<file path="config.mk">
export PLATFORM = sky130hd
export DESIGN_NAME = operand_fetch_stage
export DESIGN_NICKNAME = d
export VERILOG_FILES = /design/src/rtl/operand_fetch_stage.sv
export SDC_FILE = /design/constraint.sdc
export NUM_CORES = 2
export LEC_CHECK = 0
export CAP_MARGIN = 5
export CORE_MARGIN = 2
export CORE_UTILIZATION = 40
export DETAILED_ROUTE_END_ITERATION = 12
export PLACE_DENSITY = 0.59
export SYNTH_ARGS = -nofsm -noshare
export SYNTH_HDL_FRONTEND = slang
export SYNTH_SLANG_ARGS = --single-unit
</file>
<file path="constraint.sdc">
create_clock -name clock -period 10.3 [get_ports clock]
set_input_delay 2.06 -clock clock [delete_from_list [all_inputs] [get_ports clock]]
set_output_delay 2.06 -clock clock [all_outputs]
set_load 0.03 [all_outputs]
</file>
<file path="src/rtl/operand_fetch_stage.sv">
// Operand fetch stage: integer register file read side with a busy-bit
// scoreboard, same-cycle writeback forwarding, RAW/WAW stall generation and
// a registered operand bundle handed to execute over valid/ready.
module operand_fetch_stage #(
    parameter int DATA_WIDTH = 32,
    parameter int ADDR_WIDTH = 5,
    parameter int CTRL_WIDTH = 8
) (
    input  logic                  clock,
    input  logic                  reset,
    // decode side
    input  logic                  in_valid,
    output logic                  in_ready,
    input  logic [ADDR_WIDTH-1:0] in_src1,
    input  logic [ADDR_WIDTH-1:0] in_src2,
    input  logic [ADDR_WIDTH-1:0] in_dest,
    input  logic                  in_wr_en,
    input  logic                  in_wr_pair,
    input  logic [CTRL_WIDTH-1:0] in_ctrl,
    // writeback side
    input  logic [1:0]            wb_en,
    input  logic [ADDR_WIDTH-1:0] wb_dest,
    input  logic [DATA_WIDTH-1:0] wb_value1,
    input  logic [DATA_WIDTH-1:0] wb_value2,
    // execute side
    output logic                  out_valid,
    input  logic                  out_ready,
    output logic [DATA_WIDTH-1:0] out_op1,
    output logic [DATA_WIDTH-1:0] out_op2,
    output logic [ADDR_WIDTH-1:0] out_dest,
    output logic                  out_wr_en,
    output logic                  out_wr_pair,
    output logic [CTRL_WIDTH-1:0] out_ctrl
);

    localparam int NREGS = 2 ** ADDR_WIDTH;

    logic [DATA_WIDTH-1:0] regs_q [NREGS];
    logic [DATA_WIDTH-1:0] wb_val [NREGS];   // value landing on each index this cycle
    logic [NREGS-1:0]      wb_hit;           // index written by writeback this cycle
    logic [NREGS-1:0]      busy_q;
    logic [NREGS-1:0]      busy_d;
    logic [NREGS-1:0]      busy_eff;         // busy after same-cycle writeback exemption
    logic [NREGS-1:0]      busy_set;

    logic [ADDR_WIDTH-1:0] wb_dest_pair;
    logic [ADDR_WIDTH-1:0] in_dest_pair;
    logic                  hazard;
    logic                  accept;

    // Second register of a pair wraps modulo the register count.
    assign wb_dest_pair = wb_dest + ADDR_WIDTH'(1);
    assign in_dest_pair = in_dest + ADDR_WIDTH'(1);

    // Per-register writeback decode, busy tracking and storage. R0 is hard-wired:
    // it is never written and never becomes busy, even as the tail of a pair.
    generate
        for (genvar gi = 0; gi < NREGS; gi++) begin : g_reg
            localparam logic [ADDR_WIDTH-1:0] IDX   = ADDR_WIDTH'(gi);
            localparam bit                    IS_R0 = (gi == 0);
            logic hit_head;
            logic hit_tail;

            assign hit_head       = (wb_en != 2'b00) && (wb_dest == IDX);
            assign hit_tail       = (wb_en == 2'b11) && (wb_dest_pair == IDX);
            assign wb_hit[gi]     = !IS_R0 && (hit_head || hit_tail);
            // Head slot takes value1 unless only value2 is enabled; tail takes value2.
            assign wb_val[gi]     = (hit_head && wb_en[0]) ? wb_value1 : wb_value2;
            assign busy_eff[gi]   = busy_q[gi] && !wb_hit[gi];
            assign busy_set[gi]   = !IS_R0 && accept && in_wr_en &&
                                    ((in_dest == IDX) || (in_wr_pair && (in_dest_pair == IDX)));
            // A new reservation wins over a same-cycle writeback release.
            assign busy_d[gi]     = busy_eff[gi] || busy_set[gi];

            // Register storage: cleared on reset, loaded by writeback.
            always_ff @(posedge clock) begin
                if (reset) begin
                    regs_q[gi] <= '0;
                end else if (wb_hit[gi]) begin
                    regs_q[gi] <= wb_val[gi];
                end
            end
        end
    endgenerate

    // Busy-bit scoreboard: only writeback or reset release a reservation.
    always_ff @(posedge clock) begin
        if (reset) begin
            busy_q <= '0;
        end else begin
            busy_q <= busy_d;
        end
    end

    // Source read with same-cycle writeback forwarding; R0 always reads zero.
    logic [DATA_WIDTH-1:0] op1_d;
    logic [DATA_WIDTH-1:0] op2_d;

    assign op1_d = (in_src1 == '0)   ? '0 :
                   wb_hit[in_src1]   ? wb_val[in_src1] : regs_q[in_src1];
    assign op2_d = (in_src2 == '0)   ? '0 :
                   wb_hit[in_src2]   ? wb_val[in_src2] : regs_q[in_src2];

    // RAW on either source, WAW on the destination (and its pair partner).
    assign hazard = busy_eff[in_src1] || busy_eff[in_src2] ||
                    (in_wr_en && (busy_eff[in_dest] || (in_wr_pair && busy_eff[in_dest_pair])));

    assign in_ready = !hazard && (!out_valid || out_ready);
    assign accept   = in_valid && in_ready;

    logic                  out_valid_q;
    logic [DATA_WIDTH-1:0] out_op1_q;
    logic [DATA_WIDTH-1:0] out_op2_q;
    logic [ADDR_WIDTH-1:0] out_dest_q;
    logic                  out_wr_en_q;
    logic                  out_wr_pair_q;
    logic [CTRL_WIDTH-1:0] out_ctrl_q;

    // Output bundle: load on accept, hold while stalled, drop valid once drained.
    always_ff @(posedge clock) begin
        if (reset) begin
            out_valid_q   <= 1'b0;
            out_op1_q     <= '0;
            out_op2_q     <= '0;
            out_dest_q    <= '0;
            out_wr_en_q   <= 1'b0;
            out_wr_pair_q <= 1'b0;
            out_ctrl_q    <= '0;
        end else if (accept) begin
            out_valid_q   <= 1'b1;
            out_op1_q     <= op1_d;
            out_op2_q     <= op2_d;
            out_dest_q    <= in_dest;
            out_wr_en_q   <= in_wr_en;
            out_wr_pair_q <= in_wr_pair;
            out_ctrl_q    <= in_ctrl;
        end else if (out_ready) begin
            out_valid_q   <= 1'b0;
        end
    end

    assign out_valid   = out_valid_q;
    assign out_op1     = out_op1_q;
    assign out_op2     = out_op2_q;
    assign out_dest    = out_dest_q;
    assign out_wr_en   = out_wr_en_q;
    assign out_wr_pair = out_wr_pair_q;
    assign out_ctrl    = out_ctrl_q;

endmodule

</file>
### Yosys cells after proc, flatten, opt, wreduce, memory -nomap -nowiden

Memory sizes are Yosys's and may differ from the RTL's.
Index checks and enable logic that the tools add are counted.

| cells by class | value |
|---|---|
| muxes and demuxes | 182 |
| add/subtract/negate cells | 2 |
| reductions and logical operators | 328 |
| eq/ne operators | 125 |
| order comparisons | 6 |
| bitwise logic cells | 33 |

Operators by type and width:

| kind | number |
|---|---|
| 2-to-1 mux 32 bit | 71 |
| binary-select mux 32 bit (select 5 bit) | 2 |
| == test 5 bit, second input constant | 64 |
| logical AND 1 bit | 193 |
| == test 5 x 4 -> 1 bit, second input constant | 32 |
| 2-to-1 mux 1 bit | 103 |
| logical OR 1 bit | 97 |
| == test 5 x 3 -> 1 bit, second input constant | 16 |
| == test 5 x 2 -> 1 bit, second input constant | 8 |
| zero test 1 bit | 33 |
| bitwise OR 1 bit | 31 |
| binary-select mux 1 bit (select 5 bit) | 6 |
| less-than comparator 5 x 6 -> 1 bit, second input constant | 4 |
| == test 5 x 1 -> 1 bit, second input constant | 4 |
| zero test 5 bit | 3 |
| >= comparator 6 bit, second input constant | 2 |
| NOT 5 -> 6 bit | 2 |
| adder 5 x 1 -> 5 bit, second input constant | 2 |
| nonzero test 2 bit | 2 |
| == test 2 bit, second input constant | 1 |

| storage, ports and cells | value |
|---|---|
| logic and storage cells | 685 |
| output and inout port bits | 81 |
| bits in writable memories | 1024 |
| register bits | 111 |
| memories kept | 1 |

Memories:

| name | depth | width | read ports | clocked after Yosys merged registers in | wr ports | line | source |
|---|---|---|---|---|---|---|---|
| regs_q | 32 | 32 | 2 | 0 | 32 | 38 | `logic [DATA_WIDTH-1:0] regs_q [NREGS];` |

### Logic depth before layout (Yosys ltp)

| logic depth | value |
|---|---|
| depth after elaboration | 18 |
| gate-level depth with buffers | 18 |

### Worst setup path before layout

OpenSTA, ideal clock, no wires.

| path | value |
|---|---|
| path kind | in2out |
| start point | in wb_dest[3] |
| end point | out in_ready |
| path buffers | 5 |
| data arrival time | 5.370 ns |
| cell stages on the path | 15 |
| path slack | 2.870 ns |
| cell sequence | buf_4 > buf_6 > nand4_1 > inv_1 > ha_1 > nand3_2 > buf_2 > o221ai_1 > mux4_2 > nand2_1 > and4_1 > or4_1 > buf_2 > buf_2 > nor2_1 |

| on the way | value |
|---|---|
| word-level cells in the longest chain between the ends | 14 |
| elaborated cells between the ends (all ways) | 233 |
| classes of those cells | add/sub: 1; eq/ne: 62; mux: 8; reduce/logical: 162 |

Ends and longest elaborated chain:

| item | line | source |
|---|---|---|
| start, declared | 22 | `input logic [ADDR_WIDTH-1:0] wb_dest,` |
| adder 5 x 1 -> 5 bit | 52 | `assign wb_dest_pair = wb_dest + ADDR_WIDTH'(1);` |
| == test 5 x 1 -> 1 bit, or another cell as far along | 65 | `assign hit_tail = (wb_en == 2'b11) && (wb_dest_pair == IDX);` |
| logical AND 1 bit | 65 |  |
| logical OR 1 bit | 66 | `assign wb_hit[gi] = !IS_R0 && (hit_head \|\| hit_tail);` |
| zero test 1 bit | 69 | `assign busy_eff[gi] = busy_q[gi] && !wb_hit[gi];` |
| logical AND 1 bit | 69 |  |
| binary-select mux 1 bit (select 5 bit) | 106 | `(in_wr_en && (busy_eff[in_dest] \|\| (in_wr_pair && busy_eff[in_dest_pair])));` |
| 2-to-1 mux 1 bit (implied by the code) | 106 |  |
| logical AND 1 bit | 106 |  |
| logical OR 1 bit | 106 |  |
| logical AND 1 bit | 106 |  |
| logical OR 1 bit * | 105 | `assign hazard = busy_eff[in_src1] \|\| busy_eff[in_src2] \|\|` |
| zero test 1 bit * | 108 | `assign in_ready = !hazard && (!out_valid \|\| out_ready);` |
| logical AND 1 bit * | 108 |  |
| end, declared | 13 | `output logic in_ready,` |

Every way passes the cells marked *; elsewhere a longest branch is shown, timed or not. The select of a mux whose other input is x is not followed.

### Worst setup path after layout

| path | value |
|---|---|
| start point | in wb_dest[1] |
| end point | out in_ready |

The elaborated chain is that of the path after synthesis.

==> results.cfg <==
[critical_path]
cp_data_arrival_time_ns = 6.81
worstSetupEndpointType = primary output
path_max_fanout = 39
cp_data_required_time_ns = 8.24
critPathLaunchType = primary input
reg2reg_depth = 9
crit_type = in2out

[sta]
fin_crit_sh = 0.861
finalSetupTns_ns = 0
layout_min_cycle_time_ns = 8.87
rsz0062_at_grt = no
setup_ws_ns = 1.43
finalSetupViolations = 0
hold_viol_final = 0
drv_slew = 2
fmax_mhz = 113
relSlewSlack = -0.0411
fin_skew_ns = 0.0510
tightest_slew_ns = 1.54

[cts]
cts_max_path_buffers = 3
cts_made_buffers = 121
clk_latency_ns = 0.84
postCtsSetupBuffers = 0
cts_root_buf = clkbuf_16
cts_tree = yes
cts-htree-levels = 3
cts_sinks = 1103
cts-hold-fix-buffers = 0
cts_resized = 0
path_clk_slew_ns = 0.06

[place]
port_buffers = 180
dp_hpwl_um = 223000
gp_congestion = 1.02
preCtsSetupSlack_ns = 1.58

[pwr]
p_per_area_nw_per_um2 = 148
ir_worst_vdd_uv = 173
power.total_uw = 12400
p_leak_uw = 0.0288

[detailed_routing]
drt_iter0_drc = 15200
dr.pass1.iters = 10
ant_nets = 0
vias = 72400
wl_per_cell_um = 38.8
drt-total-wl_um = 391000
drcViolationCount = 0
routed_via_density = 7.19

[synthesis]
synthAdderAreaFrac = 0.00147
synthTopCellsByArea = edfxtp_1, mux4_2, nand2_1
synthFlopType = edfxtp_1
synth_top_family_by_area = multiplexers
syn_area_um2 = 76400
synth.area.mux_share = 0.227
yosys.area_share.simple = 0.152
synth_seq_area_share = 0.419
yosys-top-cells-count = nand2_1, a21oi_1, edfxtp_1
syn_area_per_cell_um2 = 9.77
syn_inst = 7825
syn_nets = 7934
yosys_register_bits = 1103
yosys.cell_count.top_type = nand2_1
yosys.area.top_type = edfxtp_1
yosysWarnings = 0
synth_compound_area_frac = 0.145
synth_top_cell_area_share = 0.390
synthXorXnorAreaFrac = 0.00149
yosysUniqueCellTypes = 114
async_flop_share = 0
synth_edf_count = 992

[die]
pin_count = 181
initial_utilization = 0.402
core-area_um2 = 190000
rows = 160
die_x_um = 441
dieArea_um2 = 195000
die_h_um = 441

[outcome]
violations = capacitance limit, slew limit
status = finished with violations

[global_route]
grt_pass1_vias = 67400
antenna_found_initial = 57
grt-ovfl-total = 0
grt_max_degree = 115
grt_first_pass_wirelength_um = 534000
track_usage = 0.391

[min_path]
hp-class = reg2reg
min_path_cells = 2

[layout]
final_nets = 7536
syn_to_final_growth_pct = 9.44
layout-drive-gt1-share = 0.181

[flow_run]
maxCapViolCount = 1
## final cells by class
type,instances,area (um^2)
clock buffers,159,3230
fillers,17600,106000
repair buffers,451,3580
inverters,29,121
flip-flops and latches,1103,32000
diodes,23,57.6
multi-input cells,5721,40900
clock inverters,70,659
well taps,2511,3140
## where the power goes
group,total (uW),switching [uW],internal (uW)
Combinational,2530,1680,853
Sequential,5390,222,5170
Clock,4490,2030,2460
Total,12400,3930,8480
## final timing paths
| path | from | to | slack [ns] |
|---|---|---|---|
| min | out_ctrl[1] | out_ctrl[1] | 0.48 |
| max | wb_dest[1] | in_ready | 1.43 |
| max reg2reg | busy_q[7] | out_op1[6] | 6.37 |
| min reg2reg | out_ctrl[1] | out_ctrl[1] | 0.48 |
## routing by layer
layer	GRT usage	vias up	routed length, um
met5	0.00611	-	501
met1	0.475	35200	128000
met2	0.547	7234	160000
met4	0.300	58	36500
li1	-	28100	-
met3	0.162	1836	65600
## per-stage QoR
stage / hold slack (ns) / cells / instance area [um^2] / util
after floorplan: 0.457 / 7825 / 76400 / -
after global placement: 0.471 / 9815 / 79700 / 0.420
after detailed placement: 0.469 / 9815 / 79700 / 0.420
after CTS: 0.477 / 10000 / 83600 / 0.440
after global routing: 0.499 / 10000 / 83600 / 0.440
final: 0.485 / 10100 / 83700 / 0.440
## kinds of logic after synthesis
group | after synthesis
DFF | 1103
buffers and inverters | 1001
muxes | 986
adders and majority gates | 9
and+or+nand+nor | 2850
AOI/OAI and AO/OA | 1866
xor gates and xnor gates | 10
## worst max-delay path, cell delays in order
cell and delay, ns:
buf_2 0.59, nand4_1 0.42, inv_1 0.21, ha_1 0.32
nand3b_1 0.63, o221ai_1 0.78, nor2_1 0.08, o311a_1 0.35
o21a_1 0.21, or4_1 0.48, buf_4 0.25, nor2_1 0.24
buf_12 0.16
## registers in the layout (all words and copies together), names as in the netlist
name	cells
regs_q	992
out_valid	1
busy_q	31
out_dest	5
out_wr_pair	1
out_op1	32
out_wr_en	1
out_ctrl	8
out_op2	32
## cell usage in the layout, fill, tap and decap left out, drive strengths merged, types with 22 or more instances in the layout
| master | n |
|---|---|
| mux2i | 318 |
| a221oi | 24 |
| diode | 23 |
| clkbuf | 159 |
| mux4 | 593 |
| a21oi | 1180 |
| buf | 352 |
| clkinv | 51 |
| nand2 | 2276 |
| o211ai | 29 |
| nor2 | 224 |
| nand2b | 53 |
| edfxtp | 992 |
| mux2 | 75 |
| inv | 35 |
| o22ai | 77 |
| a211oi | 32 |
| o21ai | 164 |
| o221ai | 95 |
| a32oi | 23 |
| nand4 | 23 |
| a31oi | 31 |
| clkdlybuf4s50 | 99 |
| or3 | 22 |
| a311oi | 33 |
| nor3 | 65 |
| dfxtp | 111 |
| nand3 | 79 |
No activity file was read; power rests on OpenSTA's default activity.
==> variant, RTL diff (same flow settings) <==
The parameter `ADDR_WIDTH` goes from 5 to 3.
--- a/src/rtl/operand_fetch_stage.sv
+++ b/src/rtl/operand_fetch_stage.sv
@@ -5,3 +5,3 @@
     parameter int DATA_WIDTH = 32,
-    parameter int ADDR_WIDTH = 5,
+    parameter int ADDR_WIDTH = 3,
     parameter int CTRL_WIDTH = 8
Interface: changed (5 resized); port bits go from 181 to 171. The function was not compared with the original's and may differ.
==> variant against the original RTL <==
Worst hold slack got worse by 0.024 ns. First-iteration DRC count fell by 80%. Routed wire length fell by 78%. Largest power group unchanged. Final area fell by 71%. Count of clock-buffer cells in the layout fell by 107. Worst setup slack improved by 0.82 ns. Synthesized area fell by 72%. Total power fell by 70%. Sequential cell count fell by 794. Clock power fell by 70%. Sequential share of layout area fell by 4.1 points.
==> variant: results (changes against the original RTL) <==
Outcome
  – Status: complete, no violations (was finished, violations left)

Power and ir drop
  – Seq pwr share: 0.403 (was 0.434)
  – Switching share of power: 0.316 (was 0.317)
  – Peak supply drop: 0.105 mV (was 0.173 mV)

Timing
  – Worst Skew: 0.0241 ns (was 0.0510 ns)
  – Hold Slack: 0.461 ns (was 0.485 ns)

Finish
  – Clock network contribution to total cell area: 0.0492 (was 0.0465)
  – Layout non-clock buf frac: 0.0867 (was 0.0427)
  – Multi-In Gates: 1726 (was 5721)
  – Seq/total area: 0.342 (was 0.383)
  – Final-layout clock buffer total: 52 (was 159)
  – Final std cells w/o fill: 3081 (was 10067)

Global route
  – First-pass GRT wire length: 129000 um (was 534000 um)
  – Vias in the first global route: 19880 (was 67407)
  – Met1 GRT Util: 0.405 (was 0.475)
  – Met3 Track Usage GR: 0.0763 (was 0.162)
  – All-Layer GR Usage: 0.305 (was 0.391)

Placement
  – GP Congestion: 0.860 (was 1.02)
  – Detail Placement HPWL: 50400 um (was 223000 um)

Hold path
  – Worst hold endpoint: out_dest[1] (was out_ctrl[1])
  – Hold Startpoint: out_dest[1] (was out_ctrl[1])

Logic synthesis
  – Synth top cells by count: nand2_1, a21oi_1, clkbuf_1 (was nand2_1, a21oi_1, edfxtp_1)
  – Register area share after synthesis: 0.393 (was 0.419)
  – Mapped Cells: 2396 (was 7825)
  – Multiplexer share of the synthesized area: 0.151 (was 0.227)

Worst setup path
  – Launching point of the worst reg2reg path: busy_q[5] (was busy_q[7])
  – R2r setup slk: 7.23 ns (was 6.37 ns)
  – Reg2Reg Depth: 8 (was 9)
  – Worst path arrival time: 5.99 ns (was 6.81 ns)

Routing
  – WL met1: 34000 um (was 128000 um)
  – WL met3: 10500 um (was 65600 um)

Clock network
  – H-tree levels: 2 (was 3)
  – Cts bufs inserted: 38 (was 121)
variant: cell count changes after synthesis, sizes merged, moves of 218 or more:
cell | unedited run | this run
a21oi | 1180 | 301
buf | 288 | 70
clkbuf | 684 | 234
edfxtp | 992 | 224
mux2i | 318 | 95
mux4 | 593 | 64
nand2 | 2276 | 441
variant: metrics by stage:
stage                     power (uW)  setup slack [ns]  area [um^2]
after floorplan                 2040              3.71        21400
after global placement          2350              2.42        23400
after global routing            3820              1.97        24700
final                           3710              2.25        24700
after CTS                       3700              2.33        24700
after detailed placement        2360              2.34        23400
variant: worst max-delay path by stage:
stage	cells after the start	from	end	slack, ns
after floorplan	9	in_dest[0]	in_ready	3.71
after global placement	9	wb_dest[0]	in_ready	2.42
after detailed placement	9	wb_en[0]	in_ready	2.34
after CTS	9	wb_dest[0]	in_ready	2.33
after global routing	9	wb_en[0]	in_ready	1.97
final	9	wb_dest[0]	in_ready	2.25
